### src/rtl/rggen_rtl_pkg.sv
// Shared access/status encodings used by every rggen bus port.
// Only the enum types this slice needs are declared here.
package rggen_rtl_pkg;

   typedef enum logic [1:0] {
      RGGEN_WRITE        = 2'b01,
      RGGEN_READ         = 2'b10,
      RGGEN_POSTED_WRITE = 2'b11
   } rggen_access;

   typedef enum logic [1:0] {
      RGGEN_OKAY         = 2'b00,
      RGGEN_EXOKAY       = 2'b01,
      RGGEN_SLAVE_ERROR  = 2'b10,
      RGGEN_DECODE_ERROR = 2'b11
   } rggen_status;

endpackage

### src/rtl/rggen_bus_if.sv
// Native rggen request/response bus, shared by host side and csrbus side.
// Handshake: a request is held stable while valid=1; the transfer completes in the cycle ready=1.
interface rggen_bus_if
   import rggen_rtl_pkg::*;
#(
   parameter int ADDRESS_WIDTH = 8,
   parameter int BUS_WIDTH     = 32,
   parameter int STROBE_WIDTH  = BUS_WIDTH / 8
);

   logic                     valid;
   rggen_access              access;
   logic [ADDRESS_WIDTH-1:0] address;
   logic [BUS_WIDTH-1:0]     write_data;
   logic [STROBE_WIDTH-1:0]  strobe;
   logic                     ready;
   rggen_status              status;
   logic [BUS_WIDTH-1:0]     read_data;

   modport master (
      output valid, access, address, write_data, strobe,
      input  ready, status, read_data
   );

   modport slave (
      input  valid, access, address, write_data, strobe,
      output ready, status, read_data
   );

endinterface

### src/rtl/rggen_native_request_slice.sv
// Registers one host request, replays it on the csrbus and returns a registered response.
// An optional watchdog aborts a stalled csrbus access with a SLAVE_ERROR response.
module rggen_native_request_slice
   import rggen_rtl_pkg::*;
#(
   parameter int                   ADDRESS_WIDTH     = 8,
   parameter int                   BUS_WIDTH         = 32,
   parameter int                   STROBE_WIDTH      = BUS_WIDTH / 8,
   parameter int                   TIMEOUT_CYCLES    = 0,
   parameter logic [BUS_WIDTH-1:0] TIMEOUT_READ_DATA = '0
)(
   input  logic        i_clk,
   input  logic        i_rst,
   rggen_bus_if.slave  host_if,
   rggen_bus_if.master csrbus_if,
   output logic        o_timeout
);

   typedef enum logic [1:0] {
      IDLE    = 2'd0,
      ISSUE   = 2'd1,
      RESPOND = 2'd2
   } state_e;

   state_e                   state_q;
   state_e                   state_d;
   rggen_access              access_q;
   logic [ADDRESS_WIDTH-1:0] address_q;
   logic [BUS_WIDTH-1:0]     write_data_q;
   logic [STROBE_WIDTH-1:0]  strobe_q;
   rggen_status              status_q;
   logic [BUS_WIDTH-1:0]     read_data_q;
   logic                     timeout_q;
   logic                     expire;

   always_ff @(posedge i_clk or posedge i_rst) begin
      if (i_rst) begin
         state_q <= IDLE;
      end else begin
         state_q <= state_d;
      end
   end

   // Ready is checked before expiry so a response on the last watchdog cycle wins.
   always_comb begin
      state_d = state_q;
      case (state_q)
         IDLE: begin
            if (host_if.valid) begin
               state_d = ISSUE;
            end
         end
         ISSUE: begin
            if (csrbus_if.ready || expire) begin
               state_d = RESPOND;
            end
         end
         RESPOND: begin
            state_d = IDLE;
         end
         default: begin
            state_d = IDLE;
         end
      endcase
   end

   always_ff @(posedge i_clk) begin
      if ((state_q == IDLE) && host_if.valid) begin
         access_q     <= host_if.access;
         address_q    <= host_if.address;
         write_data_q <= host_if.write_data;
         strobe_q     <= host_if.strobe;
      end
   end

   always_ff @(posedge i_clk or posedge i_rst) begin
      if (i_rst) begin
         status_q    <= RGGEN_OKAY;
         read_data_q <= '0;
         timeout_q   <= 1'b0;
      end else begin
         timeout_q <= 1'b0;
         if ((state_q == ISSUE) && csrbus_if.ready) begin
            status_q    <= csrbus_if.status;
            read_data_q <= csrbus_if.read_data;
         end else if (expire) begin
            status_q    <= RGGEN_SLAVE_ERROR;
            read_data_q <= TIMEOUT_READ_DATA;
            timeout_q   <= 1'b1;
         end
      end
   end

   if (TIMEOUT_CYCLES > 0) begin : g_watchdog
      localparam int CW = $clog2(TIMEOUT_CYCLES + 1);
      logic [CW-1:0] count_q;

      // Saturates at the limit; the state machine leaves ISSUE on that cycle anyway.
      always_ff @(posedge i_clk or posedge i_rst) begin
         if (i_rst) begin
            count_q <= '0;
         end else if (state_q != ISSUE) begin
            count_q <= '0;
         end else if (!csrbus_if.ready && (count_q != CW'(TIMEOUT_CYCLES - 1))) begin
            count_q <= count_q + CW'(1);
         end
      end

      assign expire = (state_q == ISSUE) && (count_q == CW'(TIMEOUT_CYCLES - 1));
   end else begin : g_no_watchdog
      assign expire = 1'b0;
   end

   assign csrbus_if.valid      = (state_q == ISSUE);
   assign csrbus_if.access     = access_q;
   assign csrbus_if.address    = address_q;
   assign csrbus_if.write_data = write_data_q;
   assign csrbus_if.strobe     = strobe_q;

   assign host_if.ready     = (state_q == RESPOND);
   assign host_if.status    = status_q;
   assign host_if.read_data = read_data_q;

   assign o_timeout = timeout_q;

endmodule

### src/flat_wrapper.sv
// flat-port wrapper written by rule: the top's interface ports become plain ports
module rggen_native_request_slice_flat import rggen_rtl_pkg::*;
#(
   parameter int                   ADDRESS_WIDTH     = 8,
   parameter int                   BUS_WIDTH         = 32,
   parameter int                   STROBE_WIDTH      = BUS_WIDTH / 8,
   parameter int                   TIMEOUT_CYCLES    = 0,
   parameter logic [BUS_WIDTH-1:0] TIMEOUT_READ_DATA = '0
)
  (i_clk, i_rst, o_timeout, host_if_valid, host_if_access, host_if_address, host_if_write_data, host_if_strobe, host_if_ready, host_if_status, host_if_read_data, csrbus_if_valid, csrbus_if_access, csrbus_if_address, csrbus_if_write_data, csrbus_if_strobe, csrbus_if_ready, csrbus_if_status, csrbus_if_read_data);
  rggen_bus_if #(.ADDRESS_WIDTH(ADDRESS_WIDTH), .BUS_WIDTH(BUS_WIDTH), .STROBE_WIDTH(STROBE_WIDTH)) host_if_i ();
  rggen_bus_if #(.ADDRESS_WIDTH(ADDRESS_WIDTH), .BUS_WIDTH(BUS_WIDTH), .STROBE_WIDTH(STROBE_WIDTH)) csrbus_if_i ();
  input  logic i_clk;
  input  logic i_rst;
  output logic o_timeout;
  input wire logic [$bits(host_if_i.valid)-1:0] host_if_valid;
  input wire logic [$bits(host_if_i.access)-1:0] host_if_access;
  input wire logic [$bits(host_if_i.address)-1:0] host_if_address;
  input wire logic [$bits(host_if_i.write_data)-1:0] host_if_write_data;
  input wire logic [$bits(host_if_i.strobe)-1:0] host_if_strobe;
  output wire logic [$bits(host_if_i.ready)-1:0] host_if_ready;
  output wire logic [$bits(host_if_i.status)-1:0] host_if_status;
  output wire logic [$bits(host_if_i.read_data)-1:0] host_if_read_data;
  output wire logic [$bits(csrbus_if_i.valid)-1:0] csrbus_if_valid;
  output wire logic [$bits(csrbus_if_i.access)-1:0] csrbus_if_access;
  output wire logic [$bits(csrbus_if_i.address)-1:0] csrbus_if_address;
  output wire logic [$bits(csrbus_if_i.write_data)-1:0] csrbus_if_write_data;
  output wire logic [$bits(csrbus_if_i.strobe)-1:0] csrbus_if_strobe;
  input wire logic [$bits(csrbus_if_i.ready)-1:0] csrbus_if_ready;
  input wire logic [$bits(csrbus_if_i.status)-1:0] csrbus_if_status;
  input wire logic [$bits(csrbus_if_i.read_data)-1:0] csrbus_if_read_data;
  assign host_if_i.valid = host_if_valid;
  assign host_if_i.access = host_if_access;
  assign host_if_i.address = host_if_address;
  assign host_if_i.write_data = host_if_write_data;
  assign host_if_i.strobe = host_if_strobe;
  assign host_if_ready = host_if_i.ready;
  assign host_if_status = host_if_i.status;
  assign host_if_read_data = host_if_i.read_data;
  assign csrbus_if_valid = csrbus_if_i.valid;
  assign csrbus_if_access = csrbus_if_i.access;
  assign csrbus_if_address = csrbus_if_i.address;
  assign csrbus_if_write_data = csrbus_if_i.write_data;
  assign csrbus_if_strobe = csrbus_if_i.strobe;
  assign csrbus_if_i.ready = csrbus_if_ready;
  assign csrbus_if_i.status = csrbus_if_status;
  assign csrbus_if_i.read_data = csrbus_if_read_data;
  rggen_native_request_slice #(.ADDRESS_WIDTH(ADDRESS_WIDTH), .BUS_WIDTH(BUS_WIDTH), .STROBE_WIDTH(STROBE_WIDTH), .TIMEOUT_CYCLES(TIMEOUT_CYCLES), .TIMEOUT_READ_DATA(TIMEOUT_READ_DATA)) u_core (.i_clk(i_clk), .i_rst(i_rst), .host_if(host_if_i), .csrbus_if(csrbus_if_i), .o_timeout(o_timeout));
endmodule
### config.mk
export PLATFORM = sky130hd
export DESIGN_NAME = rggen_native_request_slice_flat
export DESIGN_NICKNAME = d
export VERILOG_FILES = /design/src/rtl/rggen_rtl_pkg.sv /design/src/rtl/rggen_bus_if.sv /design/src/rtl/rggen_native_request_slice.sv /design/src/flat_wrapper.sv
export SDC_FILE = /design/constraint.sdc
export NUM_CORES = 1
export LEC_CHECK = 0
export ABC_CLOCK_PERIOD_IN_PS = 4500
export BUFFER_PORTS_ARGS = -buffer_cell sky130_fd_sc_hd__buf_4
export CAP_MARGIN = 10
export CORE_MARGIN = 5
export CORE_UTILIZATION = 39
export CTS_CLUSTER_DIAMETER = 80
export DETAILED_ROUTE_END_ITERATION = 7
export PLACE_DENSITY = 0.77
export SLEW_MARGIN = 20
export SYNTH_ARGS = -nofsm -noshare
export SYNTH_HDL_FRONTEND = slang
export SYNTH_SLANG_ARGS = --single-unit
### constraint.sdc
create_clock -name i_clk -period 4.5 [get_ports i_clk]
set_input_delay 0.45 -clock i_clk [delete_from_list [all_inputs] [get_ports i_clk]]
set_output_delay 0.45 -clock i_clk [all_outputs]
set_load 0.01 [all_outputs]
* After elaboration in Yosys (flattened, before gate mapping)
Cells that the tools add are included.
Operators by class: eq/ne operators 4, multiplexer cells 3, reductions and logical operators 4
Operators with widths (count):
- 2-bit 2-to-1 mux | 2
- 2-bit one-hot mux with 2 select lines | 1
- 2-bit by 1-bit == test with 1-bit output, second input constant | 1
- 2-bit == test, second input constant | 1
- 1-bit logical AND | 2
- 2-bit zero test | 1
- 2-bit by 1-bit inequality test with 1-bit output, second input constant | 1
- 2-bit inequality test, second input constant | 1
- 2-bit AND reduction | 1
Word-level totals: bits in registers 82

* Longest topological paths before layout
depth after elaboration 3, depth in mapped cells 3, gate-level depth less buffers 2

* Least setup slack after synthesis
OpenSTA, ideal clock, no wires.
path type register -> register, from register u_core.state_q[0], to register u_core.access_q[0], in the netlist u_core.csrbus_if.access[0], enable pin, library setup time 516 ps, arrival 3874 ps, required time 3984 ps, slack 110 ps, stages on the path, launching flop included 2, path through dfrtp_1 -> nor3b_1
Between the ends: longest elaborated chain between the ends 2
Ends and longest elaborated chain:
- start, declared | RTL line rggen_native_request_slice.sv:25 | state_e state_q;
- start signal, assigned | RTL line rggen_native_request_slice.sv:40 | state_q <= state_d;
- 2-bit zero test | RTL line rggen_native_request_slice.sv:68 | if ((state_q == IDLE) && host_if.valid) begin
- 1-bit logical AND | RTL line rggen_native_request_slice.sv:68
- end signal, assigned | RTL line rggen_native_request_slice.sv:69 | access_q <= host_if.access;
- end, declared | RTL line rggen_native_request_slice.sv:27 | rggen_access access_q;
Every way passes these cells. A chain may end at the register's enable or synchronous reset.

* Final worst setup path
from register u_core.state_q[1], to register u_core.read_data_q[23], in the netlist u_core.host_if.read_data[23]
Between the ends: longest elaborated chain between the ends 2
Ends and longest elaborated chain:
- 2-bit by 1-bit == test with 1-bit output | RTL line rggen_native_request_slice.sv:83 | if ((state_q == ISSUE) && csrbus_if.ready) begin
- 1-bit logical AND | RTL line rggen_native_request_slice.sv:83
- end signal, assigned | RTL line rggen_native_request_slice.sv:85 | read_data_q <= csrbus_if.read_data;
- end, declared | RTL line rggen_native_request_slice.sv:32 | logic [BUS_WIDTH-1:0] read_data_q;
Every way passes these cells.

==> flow_summary.json <==
{
  "status": "complete, no violations",
  "finalSetupTns_ps": 0,
  "slowest_stage": "nand3b_4",
  "wire_per_inst_um": 17.6,
  "synth_cells": 129,
  "worstReg2RegStart": "u_core.state_q[1]$_DFFE_PP0P_",
  "tightest_slew_ps": 660,
  "crit_required_ps": 4720,
  "grt_pass1_vias": 1936,
  "irDropWorstVdd_mv": 0.279,
  "insertion_delay_ps": 340,
  "r2r-end": "u_core.host_if.read_data[23]$_DFFE_PP0P_",
  "powerDensity_nw_per_um2": 578,
  "vias": 1811,
  "synthTopCellsByArea": "edfxtp_1 48%, dfrtp_1 31%, mux2_4 15%",
  "wl_um": 7180,
  "finClkSkew_ps": 10.2,
  "post_cts_resized": 0,
  "crit_end": "u_core.host_if.read_data[23]$_DFFE_PP0P_",
  "slew_headroom_pct": 56.0,
  "io_pins": 167,
  "cts-htree-levels": 3,
  "multi_input_area_um2": 552,
  "drt-initial-drc-count": 52,
  "maxCapViolCount": 0,
  "grt_usage_pct": 15.3,
  "stdcell_area_um2": 4400,
  "hold_class": "in2async",
  "cts_buffer_depth": 2,
  "final_util_pct": 60.9,
  "hold_viol": 0,
  "cts_hold_buffers": 0,
  "clk_pin_slew_ps": 90,
  "initial_utilization_pct": 39.9,
  "die_y_um": 95.9,
  "grt_pass1_wl_um": 10300,
  "num_antenna_cells": 0,
  "rows": 31,
  "reg2reg_slack_ps": 2840,
  "fin_total_pwr_w": 0.00254,
  "portBuffers": 165,
  "cts_sinks": 82,
  "hpwlAfterDp_um": 5720,
  "ant_nets": 0,
  "r2r_cells": 2,
  "finalMaxSlewViolations": 0,
  "die_area_um2": 9200,
  "drive_gt1_share_pct": 70.8,
  "grt_max_degree": 47,
  "ys_ff_latch": 82,
  "synth-seq-area-share_pct": 79.3,
  "synth_warnings": 0,
  "postCtsSetupBuffers": 0,
  "setup_viol": 0,
  "register_area_um2": 2280,
  "cp_max_fo": 35,
  "drc_errors": 0,
  "syn-num-nets": 213,
  "antenna_found_initial": 0,
  "syn_avg_cell_area_um2": 22.3,
  "cts_buffers": 9,
  "critPathLaunchType": "register",
  "max_clock_freq_mhz": 601,
  "yosysTopAreaCell": "edfxtp_1",
  "dr.pass1.iters": 4,
  "vias_per_cell": 4.45,
  "synthDistinctLibCells": 13,
  "placed_cell_area_um2": 4220,
  "rsz0062_at_grt": "no",
  "cts_tree": "yes",
  "cp.arrival_ps": 1890,
  "synth_area_um2": 2880,
  "end_kind": "register",
  "syn2layout_area_growth_pct": 52.8,
  "worst_path_largest_cell_delay_ps": 600,
  "coreArea_um2": 7210,
  "period_minus_slack_ps": 1660,
  "die_w_um": 95.9,
  "finalCritPeriodShare_pct": 37.0,
  "crit_chain": "nand3b_4 -> mux2_4",
  "clk_root_buffer_cell": "clkbuf_8",
  "nets": 387,
  "p_leak_nw": 2.07,
  "fillers": 557,
  "gp_congestion": 0.779,
  "crit_path_start": "u_core.state_q[1]$_DFFE_PP0P_",
  "yosysTopAreaCellShare_pct": 48.0,
  "path_class": "reg2reg",
  "grt-ovfl-total": 0
}
[layout by cell type (no fill, tap or decap)]
| master | instances |
|---|---|
| clkbuf_8 | 9 |
| nor2b_1 | 2 |
| nor3b_2 | 1 |
| nor2_1 | 1 |
| clkinv_4 | 2 |
| mux2_4 | 29 |
| a211oi_1 | 1 |
| nand3b_4 | 1 |
| buf_4 | 167 |
| inv_6 | 2 |
| mux2_2 | 5 |
| dfrtp_1 | 36 |
| clkinvlp_4 | 2 |
| conb_1 | 1 |
| clkbuf_1 | 1 |
| inv_1 | 2 |
| edfxtp_1 | 46 |
[critical path: cells and delay by family (launching register included)]
family / cells / cell delay, ps
muxes: 1 / 500
DFF: 1 / 440
and+or+nand+nor: 1 / 600
[power breakdown]
part | leakage [nW] | internal (W) | switching [W]
Combinational | 1.13 | 0.000548 | 0.000348
Clock | 0.0835 | 0.000206 | 0.000267
Sequential | 0.852 | 0.00105 | 0.000125
[logic make-up after synthesis]
kind of cell,Yosys count,synth area share [%]
and+or+nand+nor,5,1.52
AOI/OAI and AO/OA,1,0.261
buffers and inverters,6,1.70
muxes,34,17.1
other,1,0.130
DFF,82,79.3
[final cells by class]
class | count | area share [%]
timing repair buffer | 167 | 28.5
clock buffer | 10 | 2.90
multi-input combinational | 41 | 12.5
inverter | 2 | 0.171
sequential | 82 | 51.9
clock inverter | 6 | 1.14
tap | 99 | 2.82
[layer usage]
metal,up-vias,routed length (um),share of wire [%],track usage (%)
met5,-,0,0,0
met4,0,114,1.6,4.86
met3,8,909,13,7.04
met2,115,3630,51,27.1
met1,870,2530,35,16.2
li1,818,-,-,-
[synthesized netlist by cell type]
cell type and count:
nand3b_4 1, edfxtp_1 46, dfrtp_1 36, mux2_2 5, inv_1 2, buf_6 3
mux2_4 29, conb_1 1, a211oi_1 1, nor2_1 1, nor2b_1 2, nor3b_1 1
buf_4 1
[state kept, by name (all words and copies together) (netlist names)]
register / flops
u_core.host_if.read_data: 32
u_core.state_q: 2
u_core.csrbus_if.access: 2
u_core.csrbus_if.write_data: 32
u_core.csrbus_if.address: 8
u_core.csrbus_if.strobe: 4
u_core.host_if.status: 2
[through the flow]
stage | hold WS (ps) | setup slack (ps) | cells
2_1_floorplan | 467 | 110 | 129
3_3_place_gp | 492 | 2820 | 391
3_5_place_dp | 496 | 2810 | 391
4_1_cts | 216 | 2810 | 407
5_1_grt | 238 | 2760 | 407
6_report | 213 | 2840 | 407
[worst min-delay path by stage]
stage                                             startpoint                                  endpoint  slack [ps]  depth (start not counted)
global route                                           i_rst  u_core.host_if.read_data[20]$_DFFE_PP0P_         240                          3
detailed placement   u_core.host_if.read_data[0]$_DFFE_PP0P_   u_core.host_if.read_data[0]$_DFFE_PP0P_         500                          1
CTS                                                    i_rst  u_core.host_if.read_data[14]$_DFFE_PP0P_         220                          3
floorplan                      u_core.state_q[1]$_DFFE_PP0P_             u_core.state_q[0]$_DFFE_PP0P_         470                          1
global placement    u_core.host_if.read_data[11]$_DFFE_PP0P_  u_core.host_if.read_data[11]$_DFFE_PP0P_         490                          1
finish                                                 i_rst  u_core.host_if.read_data[18]$_DFFE_PP0P_         210                          3
No activity file was read; power rests on OpenSTA's default activity.
